## config.mk

```make
export PLATFORM = sky130hd
export DESIGN_NAME = mult_share_arbiter
export DESIGN_NICKNAME = d
export VERILOG_FILES = /design/src/rtl/mult_share_arbiter_pkg.sv /design/src/rtl/mult_16_basic.sv /design/src/rtl/mult_share_arbiter.sv
export SDC_FILE = /design/constraint.sdc
export NUM_CORES = 1
export LEC_CHECK = 0
export ABC_CLOCK_PERIOD_IN_PS = 14200
export BUFFER_PORTS_ARGS = -buffer_cell sky130_fd_sc_hd__buf_2
export CAP_MARGIN = 20
export CORE_MARGIN = 3
export CORE_UTILIZATION = 60
export CTS_CLUSTER_DIAMETER = 80
export DETAILED_ROUTE_END_ITERATION = 10
export HOLD_SLACK_MARGIN = 0.02
export PLACE_DENSITY = 0.93
export SYNTH_ARGS = -nofsm -noshare
export SYNTH_HDL_FRONTEND = slang
export SYNTH_SLANG_ARGS = --single-unit
```

## constraint.sdc

```tcl
create_clock -name clk -period 14.2 [get_ports clk]
set_input_delay 2.84 -clock clk [delete_from_list [all_inputs] [get_ports clk]]
set_output_delay 2.84 -clock clk [all_outputs]
set_load 0.05 [all_outputs]
```

## src/rtl/mult_share_arbiter_pkg.sv

```systemverilog
// Shared fixed-point constants and the Q15 product slice for the shared multiplier.
package mult_share_arbiter_pkg;

  localparam int DATA_W = 16;
  localparam int PROD_W = 32;
  localparam int Q_FRAC = 15;

  // Q15 x Q15 -> Q15 by truncation: sign bit kept, redundant P[30] dropped.
  function automatic logic signed [DATA_W-1:0] fx_slice(input logic signed [PROD_W-1:0] p);
    return {p[PROD_W-1], p[PROD_W-3:Q_FRAC]};
  endfunction

endpackage

```

## src/rtl/mult_16_basic.sv

```systemverilog
// Plain 16x16 signed multiplier, full-width 32-bit product, purely combinational.
module mult_16_basic
  import mult_share_arbiter_pkg::*;
(
  input  logic signed [DATA_W-1:0] a,
  input  logic signed [DATA_W-1:0] b,
  output logic signed [PROD_W-1:0] p
);

  assign p = a * b;

endmodule

```

## src/rtl/mult_share_arbiter.sv

```systemverilog
// Round-robin sharing of one signed Q15 multiplier between N_REQ requesters,
// with a fixed two-stage result pipeline tagged by requester index.
module mult_share_arbiter
  import mult_share_arbiter_pkg::*;
#(
  parameter int N_REQ = 4,
  parameter int IDW   = $clog2(N_REQ)
) (
  input  logic                      clk,
  input  logic                      rst_n,
  input  logic                      stall,
  input  logic [N_REQ-1:0]          req_valid,
  input  logic [N_REQ*DATA_W-1:0]   req_a,
  input  logic [N_REQ*DATA_W-1:0]   req_b,
  output logic [N_REQ-1:0]          req_ready,
  output logic                      rsp_valid,
  output logic [IDW-1:0]            rsp_id,
  output logic signed [DATA_W-1:0]  rsp_q,
  output logic                      busy
);

  logic [IDW-1:0]           ptr;
  logic [IDW-1:0]           ptr_next;
  logic [N_REQ-1:0]         grant;
  logic [IDW-1:0]           gid;
  logic signed [DATA_W-1:0] ga;
  logic signed [DATA_W-1:0] gb;
  logic                     xfer;

  logic                     vld_p1;
  logic [IDW-1:0]           id_p1;
  logic signed [DATA_W-1:0] a_p1;
  logic signed [DATA_W-1:0] b_p1;
  logic signed [PROD_W-1:0] prod;

  // First valid requester at or after p, searching upward with wrap.
  function automatic logic [N_REQ-1:0] rr_pick(input logic [N_REQ-1:0] v,
                                               input logic [IDW-1:0]   p);
    logic [N_REQ-1:0] g;
    logic             found;
    int               idx;
    g     = '0;
    found = 1'b0;
    for (int k = 0; k < N_REQ; k++) begin
      idx = (int'(p) + k) % N_REQ;
      if (!found && v[idx[IDW-1:0]]) begin
        g[idx[IDW-1:0]] = 1'b1;
        found           = 1'b1;
      end
    end
    return g;
  endfunction

  // Grant selection and operand mux for the granted requester.
  always_comb begin
    grant = stall ? '0 : rr_pick(req_valid, ptr);
    gid   = '0;
    ga    = '0;
    gb    = '0;
    for (int i = 0; i < N_REQ; i++) begin
      if (grant[i]) begin
        gid = IDW'(i);
        ga  = req_a[DATA_W*i +: DATA_W];
        gb  = req_b[DATA_W*i +: DATA_W];
      end
    end
  end

  assign req_ready = grant;
  assign xfer      = |grant;
  assign ptr_next  = (gid == IDW'(N_REQ-1)) ? '0 : gid + IDW'(1);

  // ---- stage p1: accept granted operands ----
  // Control for stage p1 and the round-robin pointer; both freeze under stall.
  always_ff @(posedge clk or negedge rst_n) begin
    if (!rst_n) begin
      ptr    <= '0;
      vld_p1 <= 1'b0;
    end else if (!stall) begin
      vld_p1 <= xfer;
      if (xfer) ptr <= ptr_next;
    end
  end

  // Operand and tag capture for stage p1; only written on an actual transfer.
  always_ff @(posedge clk) begin
    if (!stall && xfer) begin
      a_p1  <= ga;
      b_p1  <= gb;
      id_p1 <= gid;
    end
  end

  mult_16_basic u_mult (
    .a (a_p1),
    .b (b_p1),
    .p (prod)
  );

  // ---- stage p2: truncated Q15 result to the output ----
  // Output register; result/tag only update when a live entry moves in.
  always_ff @(posedge clk or negedge rst_n) begin
    if (!rst_n) begin
      rsp_valid <= 1'b0;
      rsp_id    <= '0;
      rsp_q     <= '0;
    end else if (!stall) begin
      rsp_valid <= vld_p1;
      if (vld_p1) begin
        rsp_q  <= fx_slice(prod);
        rsp_id <= id_p1;
      end
    end
  end

  assign busy = vld_p1 | rsp_valid;

endmodule

```

==> results of run 1 <==
-- worst reg2reg max path, cell delays in order, from the launching register on --
cell and delay, ns:
edfxtp_1 0.87, nand2_1 0.29, fa_1 0.64, inv_1 0.09, fa_1 0.81, fa_1 0.54, fa_1 0.50, fa_1 0.49
inv_1 0.05, fa_1 0.48, inv_1 0.04, ha_1 0.34, nand2_1 0.11, a21oi_1 0.05, a221oi_1 0.34, o21ai_0 0.28
o31ai_1 0.37, xor2_1 0.24, o21ai_0 0.10
-- sequential cells by signal (all words and copies together) (netlist names) --
register	count
a_p1	16
b_p1	16
id_p1	2
ptr	2
rsp_id	2
rsp_q	16
rsp_valid	1
vld_p1	1
-- logic make-up (layout without fill, tap and decap cells) --
family / count (synthesis) / after routing
AOI/OAI and AO/OA: 154 / 154
buffers and inverters: 345 / 464
xor gates and xnor gates: 20 / 20
DFF: 56 / 56
muxes: 4 / 4
adders and majority gates: 348 / 348
and+or+nand+nor: 353 / 353
-- final timing paths --
kind,start,endpoint,depth (start not counted)
max,req_valid[2],req_ready[3],7
min,id_p1[0],rsp_id[0],2
max reg2reg,b_p1[4],rsp_q[13],18
min reg2reg,id_p1[0],rsp_id[0],2
max in group asynchronous,rst_n,ptr[1],1
min in group asynchronous,rst_n,rsp_q[3],1
-- synthesized netlist by cell type, types with 3 or more instances --
master    count
o221a_2      32
a21oi_1      14
xor2_1        5
a21o_1        3
ha_1         87
inv_1       293
o21ai_0      20
a211oi_1      6
o21a_1        3
edfxtp_1     34
nand4_1       4
buf_6         7
a22o_1        5
nand2b_1      4
and3_1        4
a221o_1      33
nand3_1       9
mux4_2        4
dfrtp_1      22
buf_2         8
o21bai_1      3
o21ai_1       3
nor2_1       27
clkbuf_1     37
or3_1         3
xnor2_1      15
fa_1        261
nor2b_1       3
nand2_1     161
and2_1      118
o31ai_1       5
nor3_1        7
and4_1        4
-- area by class of cell --
type                       count  area (µm²)  area share
multi-input combinational    879        9700       0.706
timing repair buffer         163         856      0.0623
inverter                     293        1100      0.0801
sequential                    56        1570       0.114
clock buffer                   5         125     0.00911
tap                          270         338      0.0246
clock inverter                 3        46.3     0.00337
-- layer usage --
layer  global-route usage  up-vias  routed length, µm  part of all wire
met2                0.569      677              17500              0.51
met3               0.0592      218               3330             0.096
met1                0.376     5033              11400              0.33
li1                     -     4257                  -                 -
met4                0.175        0               2400             0.069
met5                    0        -                  0                 0
-- metrics by stage --
step | util | std cells | hold slack [ns] | worst slack, ns
after floorplan | - | 1280 | 0.415 | 6.67
after global placement | 0.662 | 1659 | 0.420 | 6.34
after detailed placement | 0.663 | 1660 | 0.450 | 6.26
after CTS | 0.671 | 1668 | 0.460 | 6.25
after global routing | 0.672 | 1669 | 0.512 | 6.06
final | 0.672 | 1669 | 0.456 | 6.23
==> impl_metrics.tcl, run 1 <==
set metrics [dict create \
    holdBufCountCts 0 \
    cts_tree "yes" \
    drv_cap 0 \
    fmax_mhz 125 \
    synth.top_cells.by_area "fa_1, inv_1, ha_1" \
    synth-seq-cells 56 \
    via_per_inst 6.10 \
    clockRootBuffer "clkbuf_16" \
    synth_compound_area_frac 0.107 \
    slew-limit-headroom 0.325 \
    synth_top_family_by_area "adder cells" \
    nFillCells 1418 \
    cts_resized 0 \
    synth_top_cell_area_share 0.414 \
    setup_violations 0 \
    synth_edf_count 34 \
    tightestPinTransition_ns 1.01 \
    grt_pass1_wl_um 56900 \
    synth_area_mm2 0.0126 \
    num_vias 10200 \
    area_growth_pct 8.79 \
    dr.first_iter.drc_count 867 \
    layout_common_cells "inv_1, fa_1, nand2_1, buf_2, and2_1" \
    synthAdderAreaFrac 0.500 \
    antenna_left 0 \
    rsz0062_at_grt "no" \
    slowest_stage "o21ai_4" \
    grt_start_max_net_pins 38 \
    skew_ns 0.00730 \
    grt_pass1_vias 11600 \
    r2r_slack_ns 7.43 \
    syn_inst 1280 \
    coreArea_mm2 0.0204 \
    finalInstanceArea_mm2 0.0137 \
    synthDistinctLibCells 61 \
    cts_setup_buffers 0 \
    worstSkewPairLatency_ns 0.31 \
    antenna_found_initial 0 \
    cts_inserted_buffers 5 \
    status "finished clean" \
    port_buffers 158 \
    grt_usage 0.324 \
    synth_area_leader_cell "fa_1" \
    synthMuxAreaShare 0.00713 \
    syn_area_per_cell_um2 9.86 \
    async_flop_share 0.393 \
    clkTransAtPathRegs_ns 0.08 \
    h-tree-depth 2 \
    nets 1881 \
    layout-drive-gt1-share 0.158 \
    hp-class "reg2reg" \
    synthSimpleGateAreaFrac 0.140 \
    finalMaxSlewViolations 0 \
    place_congestion 0.903 \
    crit_chain "buf_2, mux4_2, nor2b_2, a22o_1, o21ai_4, inv_1, buf_2" \
    totalWireLength_um 34600 \
    yosysWarnings 0 \
    firstDrtPassIters 6 \
    fin_setup_tns_ns 0 \
    hold_violations 0 \
    synth_top_flop_cell "edfxtp_1" \
    period_minus_slack_ns 7.97 \
    start_util 0.618 \
    yosysSeqAreaShare 0.124 \
    antenna_cells 0 \
    post-dp-hpwl_um 26900 \
    synth_xor_area_frac 0.0139 \
    start_kind "primary input" \
    dpl-instance-area_mm2 0.0135 \
    dieArea_mm2 0.0228 \
    crit_family "compound AO/OA/AOI/OAI gates" \
    final_common_cell "inv_1" \
    drc 0 \
    critical-path-max-stage-delay_ns 0.79 \
    path_class "in2out" \
    end_kind "output port" \
    ios 159 \
    cp_common_cell "buf_2" \
    path_max_fanout 36 \
    die_h_um 151 \
    min_period_over_period 0.561 \
    die_x_um 151 \
    clk_path_buf_depth 2 \
    worstPathRequired_ns 11.36 \
    cp.arrival_ns 5.13 \
    postSynthNetCount 1763 \
    overflow 0 \
    rows 52 \
    wl_per_cell_um 20.7 \
    clock_sinks 56 \
    cp_num_buf_inv 3 \
]
Power of run 1 is left out: the tool's default activity adds up to more than one toggle a clock period on the data nets, which glitch-free logic cannot reach.
==> run 2, diff against run 1 <==
--- a/config.mk
+++ b/config.mk
@@ -5,7 +5,7 @@
 export SDC_FILE = /design/constraint.sdc
 export NUM_CORES = 1
 export LEC_CHECK = 0
-export ABC_CLOCK_PERIOD_IN_PS = 14200
+export ABC_CLOCK_PERIOD_IN_PS = 7600
 export BUFFER_PORTS_ARGS = -buffer_cell sky130_fd_sc_hd__buf_2
 export CAP_MARGIN = 20
 export CORE_MARGIN = 3
==> constraint.sdc (replaced) <==
create_clock -name clk -period 7.6 [get_ports clk]
set_input_delay 1.52 -clock clk [delete_from_list [all_inputs] [get_ports clk]]
set_output_delay 1.52 -clock clk [all_outputs]
set_load 0.05 [all_outputs]
==> impl_metrics.tcl, run 2 (synthesis results as in run 1) <==
set metrics [dict create \
    h-tree-depth 2 \
    tightestPinTransition_ns 1.04 \
    grt_pass1_vias 11400 \
    finalMaxSlewViolations 0 \
    critical-path-max-stage-delay_ns 0.90 \
    cts_inserted_buffers 5 \
    rows 52 \
    dieArea_mm2 0.0228 \
    reg_top3 "a_p1 x16, b_p1 x16, rsp_q x16" \
    hold_violations 0 \
    port_buffers 158 \
    place_congestion 0.946 \
    final_common_cell "inv_1" \
    skew_ns 0.00555 \
    num_vias 10200 \
    drc 0 \
    min_period_over_period 0.894 \
    area_growth_pct 8.70 \
    die_h_um 151 \
    cts_resized 0 \
    dr.first_iter.drc_count 761 \
    via_per_inst 6.11 \
    holdBufCountCts 0 \
    worstPathRequired_ns 7.84 \
    antenna_left 0 \
    cts_setup_buffers 0 \
    path_class "reg2reg" \
    period_minus_slack_ns 6.80 \
    layout-drive-gt1-share 0.159 \
    crit_family "adder cells" \
    grt_usage 0.324 \
    firstDrtPassIters 5 \
    post-dp-hpwl_um 27300 \
    worstSkewPairLatency_ns 0.32 \
    cp.arrival_ns 7.03 \
    drv_cap 0 \
    status "finished clean" \
    rsz0062_at_grt "no" \
    antenna_cells 0 \
    ios 159 \
    hp-class "reg2reg" \
    cp_num_buf_inv 3 \
    clock_sinks 56 \
    layout_common_cells "inv_1, fa_1, nand2_1, buf_2, and2_1" \
    slowest_stage "fa_1" \
    end_kind "flop" \
    antenna_found_initial 0 \
    crit_chain "nand2_1, fa_1, inv_1, fa_1, fa_1, fa_1, fa_1, inv_1, fa_1, inv_1, ha_1, nand2_1, a21oi_1, a221oi_1, o21ai_0, o31ai_1, a21oi_1, o31ai_1" \
    cts_tree "yes" \
    nets 1882 \
    path_max_fanout 16 \
    clkTransAtPathRegs_ns 0.08 \
    slew-limit-headroom 0.306 \
    fin_setup_tns_ns 0 \
    overflow 0 \
    setup_violations 0 \
    fmax_mhz 147 \
    fin_hold_ws_ns 0.461 \
    die_x_um 151 \
    grt_start_max_net_pins 38 \
    start_kind "flop" \
    wl_per_cell_um 20.7 \
    coreArea_mm2 0.0204 \
    clk_path_buf_depth 2 \
    start_util 0.618 \
    grt_pass1_wl_um 56500 \
    totalWireLength_um 34700 \
    clockRootBuffer "clkbuf_16" \
    cp_common_cell "fa_1" \
]
[run 2: cell types whose count changed in the layout (fill, tap and decap cells not counted), sizes merged]
cell      before  now
clkinvlp       0    1
buf          163  164
bufinv         1    0
[run 2: stage by stage]
| step | cells | utilization | instance area, µm² | setup slack (ns) |
|---|---|---|---|---|
| floorplan | 1280 | - | 12600 | 1.68 |
| global placement | 1660 | 0.662 | 13500 | 1.23 |
| detailed placement | 1660 | 0.662 | 13500 | 0.959 |
| CTS | 1668 | 0.670 | 13700 | 0.939 |
| global route | 1670 | 0.672 | 13700 | 0.466 |
| finish | 1670 | 0.672 | 13700 | 0.802 |
[run 2: final timing paths]
path | start | to | slack (ns) | cells after the start
min in group asynchronous | rst_n | rsp_q[15] | 1.19 | 1
min reg2reg | id_p1[0] | rsp_id[0] | 0.46 | 2
max | b_p1[2] | rsp_q[12] | 0.80 | 18
max in group asynchronous | rst_n | ptr[1] | 6.04 | 1
max reg2reg | b_p1[2] | rsp_q[12] | 0.80 | 18
min | id_p1[0] | rsp_id[0] | 0.46 | 2
[run 2: cell type report]
| type | count | area (µm²) |
|---|---|---|
| repair buffers | 164 | 863 |
| clock buffers | 5 | 125 |
| inverters | 293 | 1100 |
| well taps | 270 | 338 |
| flip-flops and latches | 56 | 1570 |
| clock inverters | 3 | 27.5 |
| fillers | 1440 | 6700 |
| multi-input cells | 879 | 9700 |
[run 2: worst min-delay path, stage by stage (launching register included)]
cell,delay (ns)
edfxtp_1,0.33
nand2_1,0.05
nand2_1,0.05
[run 2: metal layers]
layer,up-vias,GRT usage,part of all wire
li1,4253,-,-
met1,5066,0.375,0.33
met2,707,0.563,0.51
met3,182,0.0664,0.10
met4,0,0.177,0.061
met5,-,0,0
Power of run 2 is left out for the same reason.
==> run 3, diff against run 2 <==
--- a/config.mk
+++ b/config.mk
@@ -8,12 +8,11 @@
 export ABC_CLOCK_PERIOD_IN_PS = 7600
 export BUFFER_PORTS_ARGS = -buffer_cell sky130_fd_sc_hd__buf_2
 export CAP_MARGIN = 20
-export CORE_MARGIN = 3
-export CORE_UTILIZATION = 60
+export CORE_UTILIZATION = 45
 export CTS_CLUSTER_DIAMETER = 80
 export DETAILED_ROUTE_END_ITERATION = 10
 export HOLD_SLACK_MARGIN = 0.02
-export PLACE_DENSITY = 0.93
+export PLACE_DENSITY = 0.63
 export SYNTH_ARGS = -nofsm -noshare
 export SYNTH_HDL_FRONTEND = slang
 export SYNTH_SLANG_ARGS = --single-unit
==> impl_metrics.tcl, run 3 (synthesis results as in run 1) <==
set metrics [dict create \
    grt_pass1_vias 10200 \
    layout-drive-gt1-share 0.159 \
    tightestPinTransition_ns 1.05 \
    final_common_cell "inv_1" \
    rows 60 \
    finalMaxSlewViolations 0 \
    area_growth_pct 9.83 \
    overflow 0 \
    wl_per_cell_um 17.5 \
    slew-limit-headroom 0.301 \
    worstPathRequired_ns 7.81 \
    h-tree-depth 2 \
    antenna_cells 0 \
    fin_hold_ws_ns 0.450 \
    place_congestion 0.831 \
    post-dp-hpwl_um 25700 \
    ios 159 \
    grt_usage 0.238 \
    drc 0 \
    cts_setup_buffers 0 \
    cts_resized 0 \
    cp.arrival_ns 6.87 \
    port_buffers 158 \
    firstDrtPassIters 4 \
    dieArea_mm2 0.0287 \
    drv_cap 0 \
    hp-class "reg2reg" \
    setup_violations 0 \
    die_x_um 170 \
    grt_start_max_net_pins 38 \
    min_period_over_period 0.876 \
    end_kind "flop" \
    hold_depth 2 \
    coreArea_mm2 0.0273 \
    path_max_fanout 16 \
    skew_ns 0.00799 \
    rsz0062_at_grt "no" \
    hold_violations 0 \
    dr.first_iter.drc_count 663 \
    reg_top3 "a_p1 x16, b_p1 x16, rsp_q x16" \
    nFillCells 2569 \
    clock_sinks 56 \
    antenna_left 0 \
    r2r_slack_ns 0.94 \
    post-route-util 0.509 \
    clk_path_buf_depth 2 \
    status "finished clean" \
    totalWireLength_um 31100 \
    clockRootBuffer "clkbuf_16" \
    die_h_um 170 \
    period_minus_slack_ns 6.66 \
    clkTransAtPathRegs_ns 0.08 \
    num_vias 9218 \
    grt_pass1_wl_um 53400 \
    fin_setup_tns_ns 0 \
    via_per_inst 5.20 \
    reg2reg_depth 18 \
    worstSkewPairLatency_ns 0.31 \
    nets 1883 \
    start_util 0.463 \
    fmax_mhz 150 \
    layout_common_cells "inv_1, fa_1, nand2_1, buf_2, and2_1" \
    path_class "reg2reg" \
    cts_tree "yes" \
    start_kind "flop" \
    cts_inserted_buffers 5 \
    antenna_found_initial 1 \
    holdBufCountCts 0 \
]
-- run 3: worst paths after layout --
path / startpoint / endpoint
max: b_p1[2] / rsp_q[12]
min in group asynchronous: rst_n / rsp_q[1]
max in group asynchronous: rst_n / rsp_q[5]
max reg2reg: b_p1[2] / rsp_q[12]
min reg2reg: id_p1[1] / rsp_id[1]
min: id_p1[1] / rsp_id[1]
-- run 3: final cells by class --
cell class | count | area (µm²) | share of cell area
clock buffer | 5 | 125 | 0.00902
inverter | 293 | 1100 | 0.0793
timing repair buffer | 165 | 883 | 0.0637
multi-input combinational | 879 | 9700 | 0.699
sequential | 56 | 1570 | 0.113
clock inverter | 3 | 22.5 | 0.00162
tap | 372 | 465 | 0.0336
-- run 3: critical path, stage by stage (launching register included) --
cell	delay (ns)
edfxtp_1	0.81
nand2_1	0.24
fa_1	0.59
inv_1	0.14
fa_1	0.85
fa_1	0.52
fa_1	0.53
fa_1	0.50
inv_1	0.05
fa_1	0.47
inv_1	0.04
ha_1	0.33
nand2_1	0.11
a21oi_1	0.05
a221oi_1	0.34
o21ai_0	0.26
o31ai_1	0.37
a21oi_1	0.12
o31ai_1	0.24
-- run 3: per-layer routing --
layer  up-vias  GRT usage  part of all wire
met5         -          0           0.00032
li1       4256          -                 -
met3        35     0.0396             0.055
met2       265      0.384              0.48
met1      4660      0.337              0.45
met4         2     0.0509             0.016
-- run 3: metrics by stage --
| stage | worst slack (ns) | cells | area [µm²] |
|---|---|---|---|
| final | 0.942 | 1773 | 13900 |
| after global routing | 0.440 | 1773 | 13900 |
| after CTS | 0.901 | 1772 | 13800 |
| after detailed placement | 0.979 | 1764 | 13700 |
| after global placement | 1.05 | 1763 | 13700 |
| after floorplan | 1.68 | 1280 | 12600 |
Power of run 3 is left out for the same reason.
